==> config.mk <==
export PLATFORM = sky130hd
export DESIGN_NAME = axi_burst_write_flat
export DESIGN_NICKNAME = d
export VERILOG_FILES = /design/src/rtl/axi_burst_write_pkg.sv /design/src/rtl/axi_burst_write_if.sv /design/src/rtl/axi_burst_write_w_stage.sv /design/src/rtl/axi_burst_write.sv /design/src/flat_wrapper.sv
export SDC_FILE = /design/constraint.sdc
export NUM_CORES = 1
export LEC_CHECK = 0
export ABC_AREA = 1
export BUFFER_PORTS_ARGS = -buffer_cell sky130_fd_sc_hd__buf_4
export CORE_MARGIN = 4
export CORE_UTILIZATION = 48
export DETAILED_ROUTE_END_ITERATION = 6
export PLACE_DENSITY = 0.79
export SLEW_MARGIN = 15
export SYNTH_ARGS = -nofsm -noshare
export SYNTH_HDL_FRONTEND = slang
export SYNTH_SLANG_ARGS = --single-unit
==> constraint.sdc <==
create_clock -name ACLK -period 3.2 [get_ports ACLK]
set_clock_uncertainty 0.05 [all_clocks]
set_input_delay 0.48 -clock ACLK [delete_from_list [all_inputs] [get_ports ACLK]]
set_output_delay 0.48 -clock ACLK [all_outputs]
set_load 0.005 [all_outputs]
==> src/rtl/axi_burst_write_pkg.sv <==
`default_nettype none
// ============================================================================
//  Module      : axi_pkg
//  Description : Shared AXI4 write-burst constants, FSM state type and the
//                AWSIZE helper used by the burst write master.
//  Revision    : 1.0 - initial release
// ============================================================================
package axi_pkg;

    localparam logic [1:0] BURST_INCR  = 2'b01;

    localparam logic [1:0] RESP_OKAY   = 2'b00;
    localparam logic [1:0] RESP_EXOKAY = 2'b01;
    localparam logic [1:0] RESP_SLVERR = 2'b10;
    localparam logic [1:0] RESP_DECERR = 2'b11;

    typedef enum logic [1:0] {
        IDLE  = 2'd0,
        BURST = 2'd1,
        RESP  = 2'd2
    } state_t;

    // AWSIZE encoding for a full-width beat: log2 of the bytes per beat.
    function automatic logic [2:0] axi_size(input int data_w);
        return 3'($clog2(data_w / 8));
    endfunction

endpackage
`default_nettype wire

==> src/rtl/axi_burst_write_if.sv <==
`default_nettype none
// ============================================================================
//  Module      : axi_burst_write_if
//  Description : AXI4 write-only channel bundle (AW, W, B) between the burst
//                write master and the memory model.
//  Revision    : 1.0 - initial release
// ============================================================================
interface axi_burst_write_if #(
    parameter int ADDR_W = 32,
    parameter int DATA_W = 64,
    parameter int LEN_W  = 8
);
    logic                  AWVALID;
    logic                  AWREADY;
    logic [ADDR_W-1:0]     AWADDR;
    logic [LEN_W-1:0]      AWLEN;
    logic [2:0]            AWSIZE;
    logic [1:0]            AWBURST;

    logic                  WVALID;
    logic                  WREADY;
    logic [DATA_W-1:0]     WDATA;
    logic [DATA_W/8-1:0]   WSTRB;
    logic                  WLAST;

    logic                  BVALID;
    logic                  BREADY;
    logic [1:0]            BRESP;

    modport master (
        output AWVALID, AWADDR, AWLEN, AWSIZE, AWBURST,
        output WVALID, WDATA, WSTRB, WLAST,
        output BREADY,
        input  AWREADY, WREADY, BVALID, BRESP
    );

    modport slave (
        input  AWVALID, AWADDR, AWLEN, AWSIZE, AWBURST,
        input  WVALID, WDATA, WSTRB, WLAST,
        input  BREADY,
        output AWREADY, WREADY, BVALID, BRESP
    );
endinterface
`default_nettype wire

==> src/rtl/axi_burst_write_w_stage.sv <==
`default_nettype none
// ============================================================================
//  Module      : axi_w_stage
//  Description : Registered W-channel slice. Accepts data beats from the
//                LSU/DMA side, counts them and flags the final beat with WLAST.
//  Revision    : 1.0 - initial release
// ============================================================================
module axi_w_stage #(
    parameter int DATA_W = 64,
    parameter int LEN_W  = 8
) (
    input  wire logic                clk,
    input  wire logic                rst,
    input  wire logic                i_start,
    input  wire logic                i_active,
    input  wire logic [LEN_W-1:0]    i_len,
    input  wire logic                i_wd_valid,
    input  wire logic [DATA_W-1:0]   i_wd_data,
    input  wire logic [DATA_W/8-1:0] i_wd_strb,
    input  wire logic                i_wready,
    output logic                     o_wd_ready,
    output logic                     o_wvalid,
    output logic [DATA_W-1:0]        o_wdata,
    output logic [DATA_W/8-1:0]      o_wstrb,
    output logic                     o_wlast,
    output logic                     o_w_done_next
);

    logic [LEN_W:0]      r_count;
    logic                r_wvalid;
    logic                r_wlast;
    logic                r_w_done;
    logic [DATA_W-1:0]   r_wdata;
    logic [DATA_W/8-1:0] r_wstrb;

    logic                w_wd_ready;
    logic                w_accept;
    logic                w_w_hs;

    // The count guard stops a further beat being taken while the last one
    // is still waiting in the slice for WREADY.
    assign w_w_hs     = r_wvalid & i_wready;
    assign w_wd_ready = i_active & ~r_w_done & (r_count <= {1'b0, i_len})
                      & (~r_wvalid | i_wready);
    assign w_accept   = i_wd_valid & w_wd_ready;

    // Beat slice register, beat counter and W completion flag.
    always_ff @(posedge clk) begin
        if (rst) begin
            r_count  <= '0;
            r_wvalid <= 1'b0;
            r_wlast  <= 1'b0;
            r_w_done <= 1'b0;
            r_wdata  <= '0;
            r_wstrb  <= '0;
        end else if (i_start) begin
            r_count  <= '0;
            r_wvalid <= 1'b0;
            r_wlast  <= 1'b0;
            r_w_done <= 1'b0;
        end else begin
            if (w_accept) begin
                r_wvalid <= 1'b1;
                r_wdata  <= i_wd_data;
                r_wstrb  <= i_wd_strb;
                r_wlast  <= (r_count == {1'b0, i_len});
                r_count  <= r_count + 1'b1;
            end else if (w_w_hs) begin
                r_wvalid <= 1'b0;
                r_wlast  <= 1'b0;
            end
            if (w_w_hs & r_wlast) begin
                r_w_done <= 1'b1;
            end
        end
    end

    assign o_wd_ready    = w_wd_ready;
    assign o_wvalid      = r_wvalid;
    assign o_wdata       = r_wdata;
    assign o_wstrb       = r_wstrb;
    assign o_wlast       = r_wlast;
    assign o_w_done_next = r_w_done | (w_w_hs & r_wlast);

endmodule
`default_nettype wire

==> src/rtl/axi_burst_write.sv <==
`default_nettype none
// ============================================================================
//  Module      : axi_burst_write
//  Description : AXI4 INCR burst write master. Takes one burst request,
//                issues AW, streams W beats, collects B and reports done.
//                Misaligned or 4KB-crossing requests are refused locally.
//  Revision    : 1.0 - initial release
// ============================================================================
module axi_burst_write
    import axi_pkg::*;
#(
    parameter int ADDR_W = 32,
    parameter int DATA_W = 64,
    parameter int LEN_W  = 8
) (
    input  wire logic                ACLK,
    input  wire logic                ARESET,
    input  wire logic                req_valid,
    output logic                     req_ready,
    input  wire logic [ADDR_W-1:0]   req_addr,
    input  wire logic [LEN_W-1:0]    req_len,
    input  wire logic                wd_valid,
    output logic                     wd_ready,
    input  wire logic [DATA_W-1:0]   wd_data,
    input  wire logic [DATA_W/8-1:0] wd_strb,
    output logic                     done,
    output logic [1:0]               resp,
    output logic                     reject,
    axi_burst_write_if.master        axi
);

    localparam int                c_BYTES      = DATA_W / 8;
    localparam logic [2:0]        c_SIZE       = axi_size(DATA_W);
    localparam logic [ADDR_W-1:0] c_ALIGN_MASK = ADDR_W'(c_BYTES - 1);

    state_t              r_state;
    state_t              w_state_next;

    logic                r_aw_valid;
    logic                r_aw_done;
    logic [ADDR_W-1:0]   r_addr;
    logic [LEN_W-1:0]    r_len;
    logic                r_done;
    logic                r_reject;
    logic [1:0]          r_resp;

    logic                w_req_fire;
    logic                w_misaligned;
    logic [31:0]         w_span;
    logic [31:0]         w_page_end;
    logic                w_cross;
    logic                w_reject;
    logic                w_start;
    logic                w_aw_done_next;
    logic                w_w_done_next;
    logic                w_b_hs;

    logic                w_wvalid;
    logic [DATA_W-1:0]   w_wdata;
    logic [DATA_W/8-1:0] w_wstrb;
    logic                w_wlast;

    // Request screening: the burst must start beat-aligned and must end at or
    // before the 4KB page boundary it starts in.
    assign w_req_fire   = req_valid & req_ready;
    assign w_misaligned = |(req_addr & c_ALIGN_MASK);
    assign w_span       = (32'(req_len) + 32'd1) << c_SIZE;
    assign w_page_end   = 32'(req_addr[11:0]) + w_span;
    assign w_cross      = (w_page_end > 32'd4096);
    assign w_reject     = w_misaligned | w_cross;
    assign w_start      = w_req_fire & ~w_reject;

    // Completion of each channel counts in the cycle its handshake happens so
    // RESP is entered without an extra bubble.
    assign w_aw_done_next = r_aw_done | (r_aw_valid & axi.AWREADY);
    assign w_b_hs         = axi.BVALID & (r_state == RESP);

    // State register.
    always_ff @(posedge ACLK) begin
        if (ARESET) begin
            r_state <= IDLE;
        end else begin
            r_state <= w_state_next;
        end
    end

    // Next-state logic.
    always_comb begin
        w_state_next = r_state;
        case (r_state)
            IDLE:    if (w_start)                          w_state_next = BURST;
            BURST:   if (w_aw_done_next & w_w_done_next)   w_state_next = RESP;
            RESP:    if (axi.BVALID)                       w_state_next = IDLE;
            default:                                       w_state_next = IDLE;
        endcase
    end

    // Address channel: latch the request and hold AWVALID until accepted.
    always_ff @(posedge ACLK) begin
        if (ARESET) begin
            r_aw_valid <= 1'b0;
            r_aw_done  <= 1'b0;
            r_addr     <= '0;
            r_len      <= '0;
        end else if (w_start) begin
            r_aw_valid <= 1'b1;
            r_aw_done  <= 1'b0;
            r_addr     <= req_addr;
            r_len      <= req_len;
        end else if (r_aw_valid & axi.AWREADY) begin
            r_aw_valid <= 1'b0;
            r_aw_done  <= 1'b1;
        end
    end

    // Completion report: one-cycle done pulse for refusal or B handshake.
    always_ff @(posedge ACLK) begin
        if (ARESET) begin
            r_done   <= 1'b0;
            r_reject <= 1'b0;
            r_resp   <= RESP_OKAY;
        end else begin
            r_done   <= (w_req_fire & w_reject) | w_b_hs;
            r_reject <= w_req_fire & w_reject;
            if (w_req_fire & w_reject) begin
                r_resp <= RESP_SLVERR;
            end else if (w_b_hs) begin
                r_resp <= axi.BRESP;
            end
        end
    end

    axi_w_stage #(
        .DATA_W (DATA_W),
        .LEN_W  (LEN_W)
    ) u_w_stage (
        .clk           (ACLK),
        .rst           (ARESET),
        .i_start       (w_start),
        .i_active      (r_state == BURST),
        .i_len         (r_len),
        .i_wd_valid    (wd_valid),
        .i_wd_data     (wd_data),
        .i_wd_strb     (wd_strb),
        .i_wready      (axi.WREADY),
        .o_wd_ready    (wd_ready),
        .o_wvalid      (w_wvalid),
        .o_wdata       (w_wdata),
        .o_wstrb       (w_wstrb),
        .o_wlast       (w_wlast),
        .o_w_done_next (w_w_done_next)
    );

    assign req_ready   = (r_state == IDLE);
    assign done        = r_done;
    assign reject      = r_reject;
    assign resp        = r_resp;

    assign axi.AWVALID = r_aw_valid;
    assign axi.AWADDR  = r_addr;
    assign axi.AWLEN   = r_len;
    assign axi.AWSIZE  = c_SIZE;
    assign axi.AWBURST = BURST_INCR;
    assign axi.WVALID  = w_wvalid;
    assign axi.WDATA   = w_wdata;
    assign axi.WSTRB   = w_wstrb;
    assign axi.WLAST   = w_wlast;
    assign axi.BREADY  = (r_state == RESP);

endmodule
`default_nettype wire

==> src/flat_wrapper.sv <==
// flat-port wrapper written by rule: the top's interface ports become plain ports
module axi_burst_write_flat import axi_pkg::*;
#(
    parameter int ADDR_W = 32,
    parameter int DATA_W = 64,
    parameter int LEN_W  = 8
)
  (ACLK, ARESET, req_valid, req_ready, req_addr, req_len, wd_valid, wd_ready, wd_data, wd_strb, done, resp, reject, axi_AWVALID, axi_AWADDR, axi_AWLEN, axi_AWSIZE, axi_AWBURST, axi_WVALID, axi_WDATA, axi_WSTRB, axi_WLAST, axi_BREADY, axi_AWREADY, axi_WREADY, axi_BVALID, axi_BRESP);
  axi_burst_write_if #(.ADDR_W(ADDR_W), .DATA_W(DATA_W), .LEN_W(LEN_W)) axi_i ();
  input  wire logic ACLK;
  input  wire logic ARESET;
  input  wire logic req_valid;
  output logic req_ready;
  input  wire logic [ADDR_W-1:0] req_addr;
  input  wire logic [LEN_W-1:0] req_len;
  input  wire logic wd_valid;
  output logic wd_ready;
  input  wire logic [DATA_W-1:0] wd_data;
  input  wire logic [DATA_W/8-1:0] wd_strb;
  output logic done;
  output logic [1:0] resp;
  output logic reject;
  output wire logic [$bits(axi_i.AWVALID)-1:0] axi_AWVALID;
  output wire logic [$bits(axi_i.AWADDR)-1:0] axi_AWADDR;
  output wire logic [$bits(axi_i.AWLEN)-1:0] axi_AWLEN;
  output wire logic [$bits(axi_i.AWSIZE)-1:0] axi_AWSIZE;
  output wire logic [$bits(axi_i.AWBURST)-1:0] axi_AWBURST;
  output wire logic [$bits(axi_i.WVALID)-1:0] axi_WVALID;
  output wire logic [$bits(axi_i.WDATA)-1:0] axi_WDATA;
  output wire logic [$bits(axi_i.WSTRB)-1:0] axi_WSTRB;
  output wire logic [$bits(axi_i.WLAST)-1:0] axi_WLAST;
  output wire logic [$bits(axi_i.BREADY)-1:0] axi_BREADY;
  input wire logic [$bits(axi_i.AWREADY)-1:0] axi_AWREADY;
  input wire logic [$bits(axi_i.WREADY)-1:0] axi_WREADY;
  input wire logic [$bits(axi_i.BVALID)-1:0] axi_BVALID;
  input wire logic [$bits(axi_i.BRESP)-1:0] axi_BRESP;
  assign axi_AWVALID = axi_i.AWVALID;
  assign axi_AWADDR = axi_i.AWADDR;
  assign axi_AWLEN = axi_i.AWLEN;
  assign axi_AWSIZE = axi_i.AWSIZE;
  assign axi_AWBURST = axi_i.AWBURST;
  assign axi_WVALID = axi_i.WVALID;
  assign axi_WDATA = axi_i.WDATA;
  assign axi_WSTRB = axi_i.WSTRB;
  assign axi_WLAST = axi_i.WLAST;
  assign axi_BREADY = axi_i.BREADY;
  assign axi_i.AWREADY = axi_AWREADY;
  assign axi_i.WREADY = axi_WREADY;
  assign axi_i.BVALID = axi_BVALID;
  assign axi_i.BRESP = axi_BRESP;
  axi_burst_write #(.ADDR_W(ADDR_W), .DATA_W(DATA_W), .LEN_W(LEN_W)) u_core (.ACLK(ACLK), .ARESET(ARESET), .req_valid(req_valid), .req_ready(req_ready), .req_addr(req_addr), .req_len(req_len), .wd_valid(wd_valid), .wd_ready(wd_ready), .wd_data(wd_data), .wd_strb(wd_strb), .done(done), .resp(resp), .reject(reject), .axi(axi_i));
endmodule
==> impl_metrics.xml <==
<?xml version="1.0" encoding="UTF-8"?>
<metrics>
  <group name="outcome">
    <metric name="status" unit="">finished, final reports clean</metric>
  </group>
  <group name="yosys">
    <metric name="syn-instance-count" unit="">900</metric>
    <metric name="yosys-top-cells-area" unit="">dfxtp_1 43%, nand2_1 18%, inv_1 9.3%</metric>
    <metric name="synthesis.area" unit="µm²">6160</metric>
    <metric name="synthXorXnorAreaFrac" unit="%">1.42</metric>
    <metric name="yosysWarningCount" unit="">0</metric>
    <metric name="synth.most_common_cell" unit="">nand2_1</metric>
    <metric name="synth_compound_gate_area_share" unit="%">8.84</metric>
    <metric name="synth-simple-area-share" unit="%">28.4</metric>
    <metric name="synth-edff-count" unit="">0</metric>
    <metric name="postSynth.asyncResetShare" unit="%">0</metric>
    <metric name="synthFlopType" unit="">dfxtp_1</metric>
    <metric name="synthTopCellsByCount" unit="">291 x nand2_1, 152 x inv_1, 132 x dfxtp_1</metric>
    <metric name="synth-adder-area-share" unit="%">4.18</metric>
    <metric name="yosys-mux-area-fraction" unit="%">0.163</metric>
    <metric name="syn_area_per_cell" unit="µm²">6.84</metric>
    <metric name="synth-seq-cells" unit="">132</metric>
    <metric name="synth.yosys.seq_area_share" unit="%">42.9</metric>
    <metric name="synth.top_cell.area_share" unit="%">42.9</metric>
    <metric name="yosys.area.top_type" unit="">dfxtp_1</metric>
    <metric name="dominant_combinational_cell_family_by_area_after_synthesis" unit="">simple AND/OR/NAND/NOR gates</metric>
    <metric name="number_of_different_library_cells_in_the_post_synthesis_netlist" unit="">33</metric>
  </group>
  <group name="placed_design">
    <metric name="post-place-cells" unit="">1278</metric>
    <metric name="detailed_place_hpwl" unit="µm">11900</metric>
    <metric name="placed_instance_area" unit="µm²">8070</metric>
    <metric name="post-place-ws" unit="ns">0.00635</metric>
    <metric name="place_congestion" unit="">0.885</metric>
    <metric name="port_buffers" unit="">242</metric>
  </group>
  <group name="cells_and_area">
    <metric name="fin_util" unit="%">69.1</metric>
    <metric name="layout.nets" unit="">1266</metric>
    <metric name="design_area" unit="µm²">8690</metric>
    <metric name="inserted_diodes" unit="">0</metric>
    <metric name="number_of_cells_in_the_finished_layout_apart_from_fillers" unit="">1308</metric>
    <metric name="final.fill_count" unit="">1083</metric>
    <metric name="synth_to_layout_area_growth" unit="%">41.1</metric>
    <metric name="post_route_cells_drive_above_1_share" unit="%">25.8</metric>
  </group>
  <group name="detailed_routing">
    <metric name="totalWireLength" unit="µm">17100</metric>
    <metric name="route.detailed.vias_per_inst" unit="">4.76</metric>
    <metric name="drc" unit="">0</metric>
    <metric name="detailedRoute.firstPassIterationCount" unit="">5</metric>
    <metric name="drt-wirelength-per-cell" unit="µm">13.0</metric>
    <metric name="violation_count_after_the_first_detailed_routing_iteration" unit="">472</metric>
    <metric name="drt.antenna.violating_nets" unit="">0</metric>
    <metric name="vias" unit="">6225</metric>
  </group>
  <group name="floorplan">
    <metric name="num_io_pins" unit="">248</metric>
    <metric name="core_area" unit="µm²">12600</metric>
    <metric name="initial_utilization" unit="%">49.0</metric>
    <metric name="fp.dieW" unit="µm">121</metric>
    <metric name="row_count" unit="">41</metric>
    <metric name="design.die.area" unit="µm²">14700</metric>
    <metric name="die-height" unit="µm">121</metric>
  </group>
  <group name="critical_path">
    <metric name="critical_path.endpoint_type" unit="">register</metric>
    <metric name="critPathMaxFanout" unit="">38</metric>
    <metric name="path_class" unit="">in -&gt; reg</metric>
    <metric name="critPathLaunchType" unit="">primary input</metric>
    <metric name="crit_path_dat" unit="ns">3.07</metric>
    <metric name="worst-endpoint-required" unit="ns">3.50</metric>
  </group>
  <group name="clock_tree">
    <metric name="clock_sinks" unit="">132</metric>
    <metric name="holdBufCountCts" unit="">0</metric>
    <metric name="numCtsBuffers" unit="">17</metric>
    <metric name="root_cell_of_the_clock_tree" unit="">clkbuf_16</metric>
    <metric name="clock_insertion_delay_worst_skew" unit="ns">0.42</metric>
    <metric name="post_cts_resized" unit="">0</metric>
    <metric name="postCtsSetupRepairBufs" unit="">0</metric>
    <metric name="ctsHtreeMaxLevel" unit="">4</metric>
    <metric name="cts_tree" unit="">built</metric>
    <metric name="clk_transition_reported_paths" unit="ns">0.06</metric>
    <metric name="cts-root-to-sink-buffers" unit="">2</metric>
  </group>
  <group name="power_and_ir_drop">
    <metric name="power.leakage" unit="nW">4.27</metric>
    <metric name="design_power_total" unit="mW">4.22</metric>
    <metric name="max-vdd-ir-drop" unit="µV">438</metric>
    <metric name="power-per-cell-area" unit="nW/µm²">486</metric>
  </group>
  <group name="timing">
    <metric name="maxClockFrequency" unit="MHz">362</metric>
    <metric name="final_setup_violation_count" unit="">0</metric>
    <metric name="period_minus_slack" unit="ns">2.76</metric>
    <metric name="maxSlewViolCount" unit="">0</metric>
    <metric name="tns" unit="ns">0</metric>
    <metric name="timing_worst_slew_pin_value" unit="ns">0.852</metric>
    <metric name="final-hold-violation-count" unit="">0</metric>
    <metric name="max-slew-margin-rel" unit="%">43.2</metric>
    <metric name="final.period_utilization" unit="%">86.4</metric>
    <metric name="worst_hold_slack" unit="ns">0.264</metric>
    <metric name="rsz_0062_raised_after_global_routing" unit="">false</metric>
    <metric name="post-route-worst-setup-slack" unit="ns">0.435</metric>
  </group>
  <group name="global_route">
    <metric name="number_of_antenna_violations_at_the_first_check_in_global_routing" unit="">0</metric>
    <metric name="first_global_vias" unit="">5826</metric>
    <metric name="largest_net_degree_at_the_start_of_global_routing" unit="">80</metric>
    <metric name="grt_first_pass_wirelength" unit="µm">27300</metric>
    <metric name="globalRoute.totalOverflow" unit="">0</metric>
    <metric name="global_route.usage.total" unit="%">22.9</metric>
  </group>
  <group name="min_path">
    <metric name="min_path_type" unit="">in -&gt; reg</metric>
  </group>
  <group name="flow_run">
    <metric name="maxCapViolCount" unit="">0</metric>
  </group>
</metrics>
-- cell families after synthesis --
| group | count (synthesis) |
|---|---|
| AO/OA/AOI/OAI | 106 |
| buffers and inverters | 206 |
| flip-flops | 132 |
| other | 2 |
| XOR/XNOR | 10 |
| AND/OR/NAND/NOR | 423 |
| adder cells (fa/ha/maj) | 20 |
| multiplexers | 1 |
-- state kept, by name (all words and copies together), names as in the netlist --
| signal | flops |
|---|---|
| u_core.axi.AWLEN | 8 |
| u_core.done | 1 |
| u_core.resp | 2 |
| u_core.axi.AWVALID | 1 |
| u_core.reject | 1 |
| u_core.u_w_stage.o_wvalid | 1 |
| u_core.u_w_stage.r_w_done | 1 |
| u_core.u_w_stage.o_wdata | 64 |
| u_core.u_w_stage.o_wstrb | 8 |
| u_core.u_w_stage.r_count | 9 |
| u_core.r_aw_done | 1 |
| u_core.u_w_stage.o_wlast | 1 |
| u_core.axi.AWADDR | 32 |
| u_core.r_state | 2 |
-- routing by layer --
layer  GRT usage, %  part of all wire, %  vias up
met5              0                    0        -
met4           9.17                  2.6        0
met3           5.97                  6.5       40
met2           37.5                   49      185
met1           28.6                   42     2801
li1               -                    -     3199
-- critical path, cell delays in order --
cell	delay, ns
buf_4	0.08
ha_1	0.17
nand3_1	0.12
nor3_1	0.25
xor2_1	0.18
inv_1	0.06
ha_1	0.33
nand2_1	0.09
inv_1	0.06
a21oi_1	0.18
nand2_1	0.09
nand2_1	0.07
nand2_1	0.05
nor2_1	0.10
nand2_1	0.05
nand2_1	0.12
buf_12	0.22
nand2_1	0.07
nand2_1	0.12
nand2_1	0.07
nor2_1	0.11
-- report_power, final --
group	internal [mW]	total [mW]	switching (mW)
clock	1.35	2.04	0.695
sequential	1.68	1.69	0.0181
combinational	0.232	0.485	0.254
-- worst paths after layout --
path,startpoint,end,slack (ns),depth (start not counted)
max,req_len[0],u_core.resp[0]$_SDFFE_PP0P_,0.44,21
min,wd_strb[0],u_core.u_w_stage.o_wstrb[0]$_SDFFE_PP0P_,0.26,3
max reg2reg,u_core.axi.AWLEN[2]$_SDFFE_PP0P_,u_core.u_w_stage.o_wdata[48]$_SDFFE_PP0P_,0.56,11
min reg2reg,u_core.axi.AWADDR[2]$_SDFFE_PP0P_,u_core.axi.AWADDR[2]$_SDFFE_PP0P_,0.38,2
-- placed cells by master, fill, tap and decap left out, types with 5 or more instances in the layout --
master / n
a21oi_1: 94
buf_4: 252
clkbuf_16: 17
conb_1: 5
dfxtp_1: 132
ha_1: 19
inv_1: 152
nand2_1: 291
nand3_1: 15
nand4_1: 41
nor2_1: 59
nor3_1: 7
o21ai_0: 6
xor2_1: 10
-- cell type report --
class	count	area, µm²	area share (%)
clock inverter	10	155	1.79
timing repair buffer	255	1950	22.5
multi-input combinational	565	2680	30.8
sequential	132	2640	30.4
clock buffer	20	467	5.37
tap	172	215	2.48
inverter	154	578	6.65
Note: power is estimated with default switching activity, not from simulation.
